**config.mk**
```make
export PLATFORM = sky130hd
export DESIGN_NAME = crc_stream_engine_flat
export DESIGN_NICKNAME = d
export VERILOG_FILES = /design/src/rtl/crc_stream_if.sv /design/src/rtl/crc_stream_engine.sv /design/src/flat_wrapper.sv
export SDC_FILE = /design/constraint.sdc
export NUM_CORES = 1
export LEC_CHECK = 0
export CORE_MARGIN = 2
export CORE_UTILIZATION = 45
export DETAILED_ROUTE_END_ITERATION = 8
export PLACE_DENSITY = 0.73
export SLEW_MARGIN = 15
export SYNTH_ARGS = -nofsm -noshare
export SYNTH_HDL_FRONTEND = slang
export SYNTH_SLANG_ARGS = --single-unit
```
**constraint.sdc**
```tcl
create_clock -name clk -period 2 [get_ports clk]
set_input_delay 0.4 -clock clk [delete_from_list [all_inputs] [get_ports clk]]
set_output_delay 0.4 -clock clk [all_outputs]
set_load 0.03 [all_outputs]
```
**src/rtl/crc_stream_if.sv**
```systemverilog
// Byte-stream input and CRC-result output channel of the CRC stream engine.
// The slave modport is the engine's view; master is the producer/consumer side.
interface crc_stream_if #(
  parameter int unsigned BITS = 8
) ();
  logic            s_valid;
  logic            s_ready;
  logic [7:0]      s_data;
  logic            s_last;
  logic            m_valid;
  logic            m_ready;
  logic [BITS-1:0] m_crc;
  logic [15:0]     m_len;

  modport slave (
    input  s_valid, s_data, s_last, m_ready,
    output s_ready, m_valid, m_crc, m_len
  );

  modport master (
    output s_valid, s_data, s_last, m_ready,
    input  s_ready, m_valid, m_crc, m_len
  );
endinterface

```
**src/rtl/crc_stream_engine.sv**
```systemverilog
// Parameterised streaming CRC: one byte per cycle, result held with a valid/ready
// handshake together with the frame length.
module crc_stream_engine #(
  parameter int unsigned     BITS   = 8,
  parameter logic [BITS-1:0] POLY   = BITS'(8'h07),
  parameter logic [BITS-1:0] INIT   = '0,
  parameter bit              REFIN  = 1'b0,
  parameter bit              REFOUT = 1'b0,
  parameter logic [BITS-1:0] XOROUT = '0
) (
  input  logic         clk,
  input  logic         rst,
  crc_stream_if.slave  bus,
  output logic         busy
);

  typedef enum logic [1:0] {StIdle, StAccum, StDone} state_e;

  state_e          state_q, state_d;
  logic [BITS-1:0] crc_q, crc_d;
  logic [15:0]     len_q, len_d;
  logic [BITS-1:0] m_crc_q, m_crc_d;
  logic [15:0]     m_len_q, m_len_d;

  logic            accept;
  logic [7:0]      data_in;
  logic [BITS-1:0] crc_base;
  logic [BITS-1:0] crc_next;
  logic [15:0]     len_base;
  logic [15:0]     len_next;

  function automatic logic [7:0] reflect8(input logic [7:0] b);
    logic [7:0] r;
    for (int i = 0; i < 8; i++) r[i] = b[7-i];
    return r;
  endfunction

  function automatic logic [BITS-1:0] reflect_crc(input logic [BITS-1:0] c);
    logic [BITS-1:0] r;
    for (int i = 0; i < int'(BITS); i++) r[i] = c[int'(BITS)-1-i];
    return r;
  endfunction

  function automatic logic [BITS-1:0] crc_byte(input logic [BITS-1:0] c, input logic [7:0] d);
    logic [BITS-1:0] r;
    r = c ^ (BITS'(d) << (BITS - 8));
    for (int i = 0; i < 8; i++) begin
      if (r[BITS-1]) r = (r << 1) ^ POLY;
      else           r = r << 1;
    end
    return r;
  endfunction

  assign bus.s_ready = (state_q != StDone);
  assign bus.m_valid = (state_q == StDone);
  assign bus.m_crc   = m_crc_q;
  assign bus.m_len   = m_len_q;
  assign busy        = (state_q != StIdle);

  assign accept   = bus.s_valid && bus.s_ready;
  assign data_in  = REFIN ? reflect8(bus.s_data) : bus.s_data;
  // A frame's first byte always starts from INIT, never from the previous frame's register.
  assign crc_base = (state_q == StIdle) ? INIT : crc_q;
  assign crc_next = crc_byte(crc_base, data_in);
  assign len_base = (state_q == StIdle) ? 16'd0 : len_q;
  assign len_next = (len_base == 16'hFFFF) ? 16'hFFFF : len_base + 16'd1;

  always_comb begin
    state_d = state_q;
    crc_d   = crc_q;
    len_d   = len_q;
    m_crc_d = m_crc_q;
    m_len_d = m_len_q;
    unique case (state_q)
      StIdle, StAccum: begin
        if (accept) begin
          crc_d = crc_next;
          len_d = len_next;
          if (bus.s_last) begin
            state_d = StDone;
            m_crc_d = (REFOUT ? reflect_crc(crc_next) : crc_next) ^ XOROUT;
            m_len_d = len_next;
          end else begin
            state_d = StAccum;
          end
        end
      end
      StDone: begin
        if (bus.m_ready) begin
          state_d = StIdle;
          crc_d   = INIT;
          len_d   = 16'd0;
        end
      end
      default: state_d = StIdle;
    endcase
  end

  always_ff @(posedge clk) begin
    if (rst) begin
      state_q <= StIdle;
      crc_q   <= INIT;
      len_q   <= 16'd0;
      m_crc_q <= '0;
      m_len_q <= 16'd0;
    end else begin
      state_q <= state_d;
      crc_q   <= crc_d;
      len_q   <= len_d;
      m_crc_q <= m_crc_d;
      m_len_q <= m_len_d;
    end
  end

endmodule

```
**src/flat_wrapper.sv**
```systemverilog
// flat-port wrapper written by rule: the top's interface ports become plain ports
module crc_stream_engine_flat 
#(
  parameter int unsigned     BITS   = 8,
  parameter logic [BITS-1:0] POLY   = BITS'(8'h07),
  parameter logic [BITS-1:0] INIT   = '0,
  parameter bit              REFIN  = 1'b0,
  parameter bit              REFOUT = 1'b0,
  parameter logic [BITS-1:0] XOROUT = '0
)
  (clk, rst, busy, bus_s_valid, bus_s_data, bus_s_last, bus_m_ready, bus_s_ready, bus_m_valid, bus_m_crc, bus_m_len);
  crc_stream_if #(.BITS(BITS)) bus_i ();
  input  logic clk;
  input  logic rst;
  output logic busy;
  input wire logic [$bits(bus_i.s_valid)-1:0] bus_s_valid;
  input wire logic [$bits(bus_i.s_data)-1:0] bus_s_data;
  input wire logic [$bits(bus_i.s_last)-1:0] bus_s_last;
  input wire logic [$bits(bus_i.m_ready)-1:0] bus_m_ready;
  output wire logic [$bits(bus_i.s_ready)-1:0] bus_s_ready;
  output wire logic [$bits(bus_i.m_valid)-1:0] bus_m_valid;
  output wire logic [$bits(bus_i.m_crc)-1:0] bus_m_crc;
  output wire logic [$bits(bus_i.m_len)-1:0] bus_m_len;
  assign bus_i.s_valid = bus_s_valid;
  assign bus_i.s_data = bus_s_data;
  assign bus_i.s_last = bus_s_last;
  assign bus_i.m_ready = bus_m_ready;
  assign bus_s_ready = bus_i.s_ready;
  assign bus_m_valid = bus_i.m_valid;
  assign bus_m_crc = bus_i.m_crc;
  assign bus_m_len = bus_i.m_len;
  crc_stream_engine #(.BITS(BITS), .POLY(POLY), .INIT(INIT), .REFIN(REFIN), .REFOUT(REFOUT), .XOROUT(XOROUT)) u_core (.clk(clk), .rst(rst), .bus(bus_i), .busy(busy));
endmodule
```
==> impl_metrics.json, run 1 <==
{
  "status": "finished with violations",
  "violations": "negative setup slack",
  "multi_input_area_sq_um": 1700,
  "p_leak_nw": 1.39,
  "grt_usage_pct": 23.1,
  "synth_area_sq_um": 2730,
  "synth_top_area_share_pct": 36.7,
  "routed-via-count": 2727,
  "routed_via_density": 5.71,
  "ys.flop_type": "dfxtp_1",
  "path_max_fanout": 4,
  "drv_cap": 0,
  "synth_top_area_cell": "dfxtp_1",
  "timing.final.crit_share_pct": 102,
  "wl_mm": 7.79,
  "clock_skew_ns": 0.00966,
  "postSynth.asyncResetShare_pct": 0,
  "final_cell_mix": "48 x dfxtp_1, 41 x nor2_1, 39 x buf_4",
  "fp-row-count": 28,
  "power.density_nw_per_um2": 701,
  "clockBufferDepth": 2,
  "post-route-drc-count": 0,
  "fillers": 491,
  "place_hpwl_mm": 5.33,
  "io_pins": 40,
  "insertion_delay_ns": 0.31,
  "required_ns": 2.25,
  "ys_types": 57,
  "grt_pass1_wl_mm": 11.9,
  "cts_tree": "yes",
  "syn2layout_area_growth_pct": 38.9,
  "synth_compound_area_share_pct": 18.9,
  "drive_above_1_share_pct": 23.3,
  "final_cells": 478,
  "crit_family": "simple AND/OR/NAND/NOR gates",
  "numPortBuffers": 39,
  "synth_xor_area_share_pct": 12.0,
  "cts_buffers": 5,
  "cp_data_arrival_time_ns": 2.28,
  "p_clk_share_pct": 32.8,
  "min_path_type": "reg -> reg",
  "crit_chain": "nor2_4 -> inv_2 -> and2_4 -> ha_4 -> nand4_1 -> nor2_2 -> a31oi_2 -> or4b_4 -> a21oi_2",
  "p_int_mw": 1.89,
  "die_area_sq_um": 6710,
  "seq_power_share_pct": 41.3,
  "initialDrtViolationCount": 204,
  "p_comb_share_pct": 25.8,
  "synth_top_family_by_area": "simple AND/OR/NAND/NOR gates",
  "p_sw_mw": 0.764,
  "whs_ns": 0.458,
  "avgRoutedWirePerCell_microns": 16.3,
  "start_kind": "flop",
  "synth_adder_area_share_pct": 0.458,
  "slowest_stage": "or4b_4",
  "cts.sinks": 50,
  "synth_edf_count": 0,
  "synth_cells": 330,
  "yosysSeqAreaShare_pct": 36.7,
  "yosys-top-cells-area": "dfxtp_1 37%, nor2_1 5.8%, xnor3_1 4.9%, nand2_1 4.8%, nor3_1 4.8%",
  "place_inst": 463,
  "vdd_drop_max_mv": 0.333,
  "layout_commonest_cell": "dfxtp_1",
  "antennaDiodeCount": 0,
  "worstMarginPinSlew_ns": 0.525,
  "switching_share_pct": 28.8,
  "max_stage_delay_ns": 0.53,
  "slew_headroom_pct": 64.7,
  "regArea_sq_um": 1010,
  "nets": 416,
  "die_w_microns": 81.9,
  "finalSetupViolCount": 3,
  "initial_core_util_pct": 46.4,
  "finalWorstSetupSlack_ns": -0.0359,
  "grt_max_degree": 26,
  "avgSynthCellArea_sq_um": 8.27,
  "critPathBufInv": 1,
  "place.gp.congestion": 0.924,
  "hold_viol_final": 0,
  "gr-total-overflow": 0,
  "dr.pass1.iters": 5,
  "synth-simple-area-share_pct": 26.1,
  "worstSetupEndpointType": "flop",
  "antenna_found_initial": 0,
  "fmax_ghz": 0.491,
  "die_h_microns": 81.9,
  "grt_pass1_vias": 2470,
  "rsz0062_at_grt": "yes",
  "synth-seq-cells": 50,
  "fin_crit_ns": 2.04,
  "setup.worst_path.class": "reg -> reg",
  "synth_fp_nets": 344,
  "ys_warn_count": 0,
  "clockRootBuffer": "clkbuf_8",
  "core_area_sq_um": 5890,
  "finalMaxSlewViolations": 0,
  "clk_pin_slew_ns": 0.10,
  "drtAntennaViolNets": 0,
  "synth_mux_area_share_pct": 0,
  "cts_max_level": 2
}
==> path summary, 6_finish.rpt <==
path                                                       start                                 to  slack (ns)  cells after the start
worst max-delay path              u_core.state_q[1]$_SDFFE_PP0P_  u_core.bus.m_len[14]$_SDFFE_PP0P_       -0.04                      9
worst min-delay path            u_core.bus.m_len[8]$_SDFFE_PP0P_   u_core.bus.m_len[8]$_SDFFE_PP0P_        0.46                      2
worst max register to register    u_core.state_q[1]$_SDFFE_PP0P_  u_core.bus.m_len[14]$_SDFFE_PP0P_       -0.04                      9
worst min register to register  u_core.bus.m_len[8]$_SDFFE_PP0P_   u_core.bus.m_len[8]$_SDFFE_PP0P_        0.46                      2
==> Yosys cell counts (3+ instances only) <==
cell,instances
a211oi_1,5
a21oi_1,24
a22oi_1,3
a2bb2oi_1,3
and2_1,3
buf_4,3
buf_6,6
clkbuf_1,8
dfxtp_1,50
inv_1,5
nand2_1,35
nand3_1,8
nor2_1,42
nor3_1,26
nor4_1,4
o21a_1,5
o21ai_0,23
o21ai_1,4
or3_1,3
xnor2_1,12
xnor3_1,6
xor2_1,10
==> layout make-up <==
type                            count  share of cell area (%)
Multi-Input combinational cell    254                    44.8
Sequential cell                    50                    26.5
Tap cell                           75                    2.47
Clock buffer                        5                    1.81
Clock inverter                      3                    1.81
Inverter                            6                   0.594
Timing Repair Buffer               85                    22.0
==> metal layers <==
layer	track usage [%]	part of all wire [%]
met5	0	0
met4	9.00	1.7
met3	3.52	6.1
met2	38.1	48
met1	30.3	44
==> cells by family after synthesis <==
kind of cell | count (synthesis)
xor gates and xnor gates | 28
buffers and inverters | 26
and+or+nand+nor | 143
DFF | 50
adders and majority gates | 1
AOI/OAI and AO/OA | 82
==> sequential cells by signal, summed over array words and instances (netlist names) <==
name and count:
u_core.bus.m_crc 8, u_core.state_q 2, u_core.len_q 16, u_core.crc_q 8
u_core.bus.m_len 16
==> worst min-delay path, cell delays in order (launching register included) <==
cell     delay (ns)
dfxtp_1        0.32
nand2_1        0.05
a21oi_1        0.05
==> power groups by stage <==
stage / combinational [mW] / sequential, mW / clock (mW)
CTS: 0.671 / 1.10 / 0.876
global route: 0.739 / 1.11 / 0.913
detailed placement: 0.670 / 1.12 / 0
floorplan: 0.363 / 1.18 / 0
finish: 0.687 / 1.10 / 0.872
global placement: 0.658 / 1.12 / 0
==> what timing repair did <==
action,in CTS,in global routing
gates cloned,0,2
buffers inserted,1,4
endpoints found under the setup margin,3,30
hold buffers,0,0
gates resized for setup,4,31
pin swaps,2,15
==> per-stage QoR <==
| stage | power [mW] | instance area [sq um] | setup slack (ns) | utilization (%) | setup TNS [ns] |
|---|---|---|---|---|---|
| after detailed placement | 1.79 | 3440 | -0.167 | 58.4 | -0.982 |
| after global placement | 1.78 | 3440 | -0.107 | 58.4 | -0.398 |
| final | 2.66 | 3790 | -0.0359 | 64.4 | -0.0648 |
| after global routing | 2.76 | 3790 | -0.178 | 64.4 | -2.58 |
| after CTS | 2.65 | 3590 | 0.0120 | 60.9 | 0 |
| after floorplan | 1.54 | 2760 | -0.0140 | - | -0.0187 |
Note: power is estimated with default switching activity, not from simulation.
==> run 2, diff against run 1 <==
--- a/config.mk
+++ b/config.mk
@@ -5,7 +5,6 @@
 export SDC_FILE = /design/constraint.sdc
 export NUM_CORES = 1
 export LEC_CHECK = 0
-export CORE_MARGIN = 2
 export CORE_UTILIZATION = 45
 export DETAILED_ROUTE_END_ITERATION = 8
 export PLACE_DENSITY = 0.73
==> run 2 against run 1 <==
The flow still finishes with violations (negative setup slack). Non-clock buffer count is 1 higher. First-iteration DRC count is 15% lower. Cell area is 1.3% lower. Cell count is 0.21% higher. Largest power group unchanged.
==> impl_metrics.json, run 2 (synthesis results as in run 1) <==
{
  "status": "finished with violations",
  "violations": "negative setup slack",
  "cts.sinks": 50,
  "drv_cap": 0,
  "avgRoutedWirePerCell_microns": 15.3,
  "power_mw": 2.42,
  "max_stage_delay_ns": 0.37,
  "power.density_nw_per_um2": 646,
  "wl_mm": 7.33,
  "fp-row-count": 28,
  "rsz0062_at_grt": "yes",
  "cts_max_level": 2,
  "layout_commonest_cell": "dfxtp_1",
  "numPortBuffers": 39,
  "antennaDiodeCount": 0,
  "place_inst": 465,
  "syn2layout_area_growth_pct": 37.2,
  "tns_ns": -0.180,
  "routed_via_density": 5.61,
  "clockRootBuffer": "clkbuf_8",
  "p_leak_nw": 1.38,
  "place.gp.congestion": 0.915,
  "initialDrtViolationCount": 173,
  "insertion_delay_ns": 0.31,
  "grt_pass1_vias": 2477,
  "fillers": 518,
  "post-route-drc-count": 0,
  "worstMarginPinSlew_ns": 0.468,
  "io_pins": 40,
  "nets": 417,
  "drive_above_1_share_pct": 23.0,
  "clock_skew_ns": 0.0111,
  "die_h_microns": 79.9,
  "final_cells": 479,
  "timing.final.crit_share_pct": 103,
  "dr.pass1.iters": 5,
  "finalMaxSlewViolations": 0,
  "place_hpwl_mm": 5.08,
  "die_area_sq_um": 6380,
  "required_ns": 2.21,
  "cts_tree": "yes",
  "final_cell_mix": "48 x dfxtp_1, 41 x nor2_1, 41 x buf_4",
  "finalSetupViolCount": 7,
  "cts_buffers": 5,
  "clockBufferDepth": 2,
  "min_path_type": "reg -> reg",
  "antenna_found_initial": 0,
  "grt_max_degree": 43,
  "whs_ns": 0.465,
  "die_w_microns": 79.9,
  "drtAntennaViolNets": 0,
  "core_area_sq_um": 5890,
  "hold_viol_final": 0,
  "path_max_fanout": 4,
  "cp_data_arrival_time_ns": 2.26,
  "fin_crit_ns": 2.06,
  "gr-total-overflow": 0,
  "initial_core_util_pct": 46.4,
  "slowest_stage": "or3_4",
  "grt_usage_pct": 22.7,
  "fmax_ghz": 0.486,
  "grt_pass1_wl_mm": 11.3,
  "start_kind": "flop",
  "vdd_drop_max_mv": 0.302,
  "postCtsHoldBufs": 0,
  "setup.worst_path.class": "reg -> reg",
  "finalWorstSetupSlack_ns": -0.0570,
  "slew_headroom_pct": 68.5,
  "crit_chain": "nor2_4 -> inv_2 -> and2_4 -> ha_4 -> nand4_1 -> or2_4 -> nor3_4 -> buf_4 -> or3_4 -> a22o_1",
  "worstSetupEndpointType": "flop",
  "routed-via-count": 2688,
  "clk_pin_slew_ns": 0.09
}
[run 2: cell types whose count changed in the layout (fill, tap and decap cells not counted), sizes merged]
| cell | change |
|---|---|
| clkbuf | -1 |
| buf | +2 |
| bufinv | -2 |
| inv | +2 |
[run 2: path summary, 6_finish.rpt]
kind / from / end / slack (ns) / depth (start not counted)
setup / recovery: u_core.state_q[1]$_SDFFE_PP0P_ / u_core.len_q[15]$_SDFFE_PP0P_ / -0.06 / 10
hold / removal: u_core.bus.m_crc[7]$_SDFFE_PP0P_ / u_core.bus.m_crc[7]$_SDFFE_PP0P_ / 0.47 / 2
setup reg to reg: u_core.state_q[1]$_SDFFE_PP0P_ / u_core.len_q[15]$_SDFFE_PP0P_ / -0.06 / 10
hold reg to reg: u_core.bus.m_crc[7]$_SDFFE_PP0P_ / u_core.bus.m_crc[7]$_SDFFE_PP0P_ / 0.47 / 2
[run 2: cell type report]
class                   instances  area (sq um)  share of cell area, %
inverters                       6          22.5                  0.601
multi-input cells             254          1720                   46.0
flip-flops and latches         50          1010                   26.9
clock buffers                   5          68.8                   1.84
repair buffers                 86           806                   21.5
clock inverters                 3          26.3                  0.702
well taps                      75          93.8                   2.51
[run 2: worst max-delay path: cells and delay by family (launching register included)]
kind / cells / cell delay (ns)
AOI/OAI and AO/OA: 1 / 0.19
adders and majority gates: 1 / 0.15
buffers and inverters: 2 / 0.22
DFF: 1 / 0.34
and+or+nand+nor: 6 / 1.06
[run 2: timing repair]
action	4_1_cts	5_1_grt
buffers inserted	0	5
gates cloned	0	1
resized for setup	4	34
pin swaps	2	6
endpoints found under the setup margin	3	30
[run 2: metal layers]
layer  global-route usage, %  share of wire [%]
met4                    8.39                1.8
met5                       0                  0
met3                    3.31                5.7
met2                    37.4                 48
met1                    29.8                 45
[run 2: power by group]
group	switching [mW]	internal, mW	total (mW)
Combinational	0.347	0.346	0.693
Sequential	0.0449	1.06	1.10
Clock	0.370	0.258	0.628
Total	0.761	1.66	2.42
[run 2: stage by stage]
stage | setup WS [ns] | cell area [sq um] | utilization (%)
5_1_grt | -0.103 | 3740 | 63.6
2_1_floorplan | -0.0140 | 2760 | -
6_report | -0.0570 | 3740 | 63.6
3_3_place_gp | -0.113 | 3450 | 58.7
3_5_place_dp | -0.193 | 3450 | 58.7
4_1_cts | -0.0285 | 3550 | 60.4
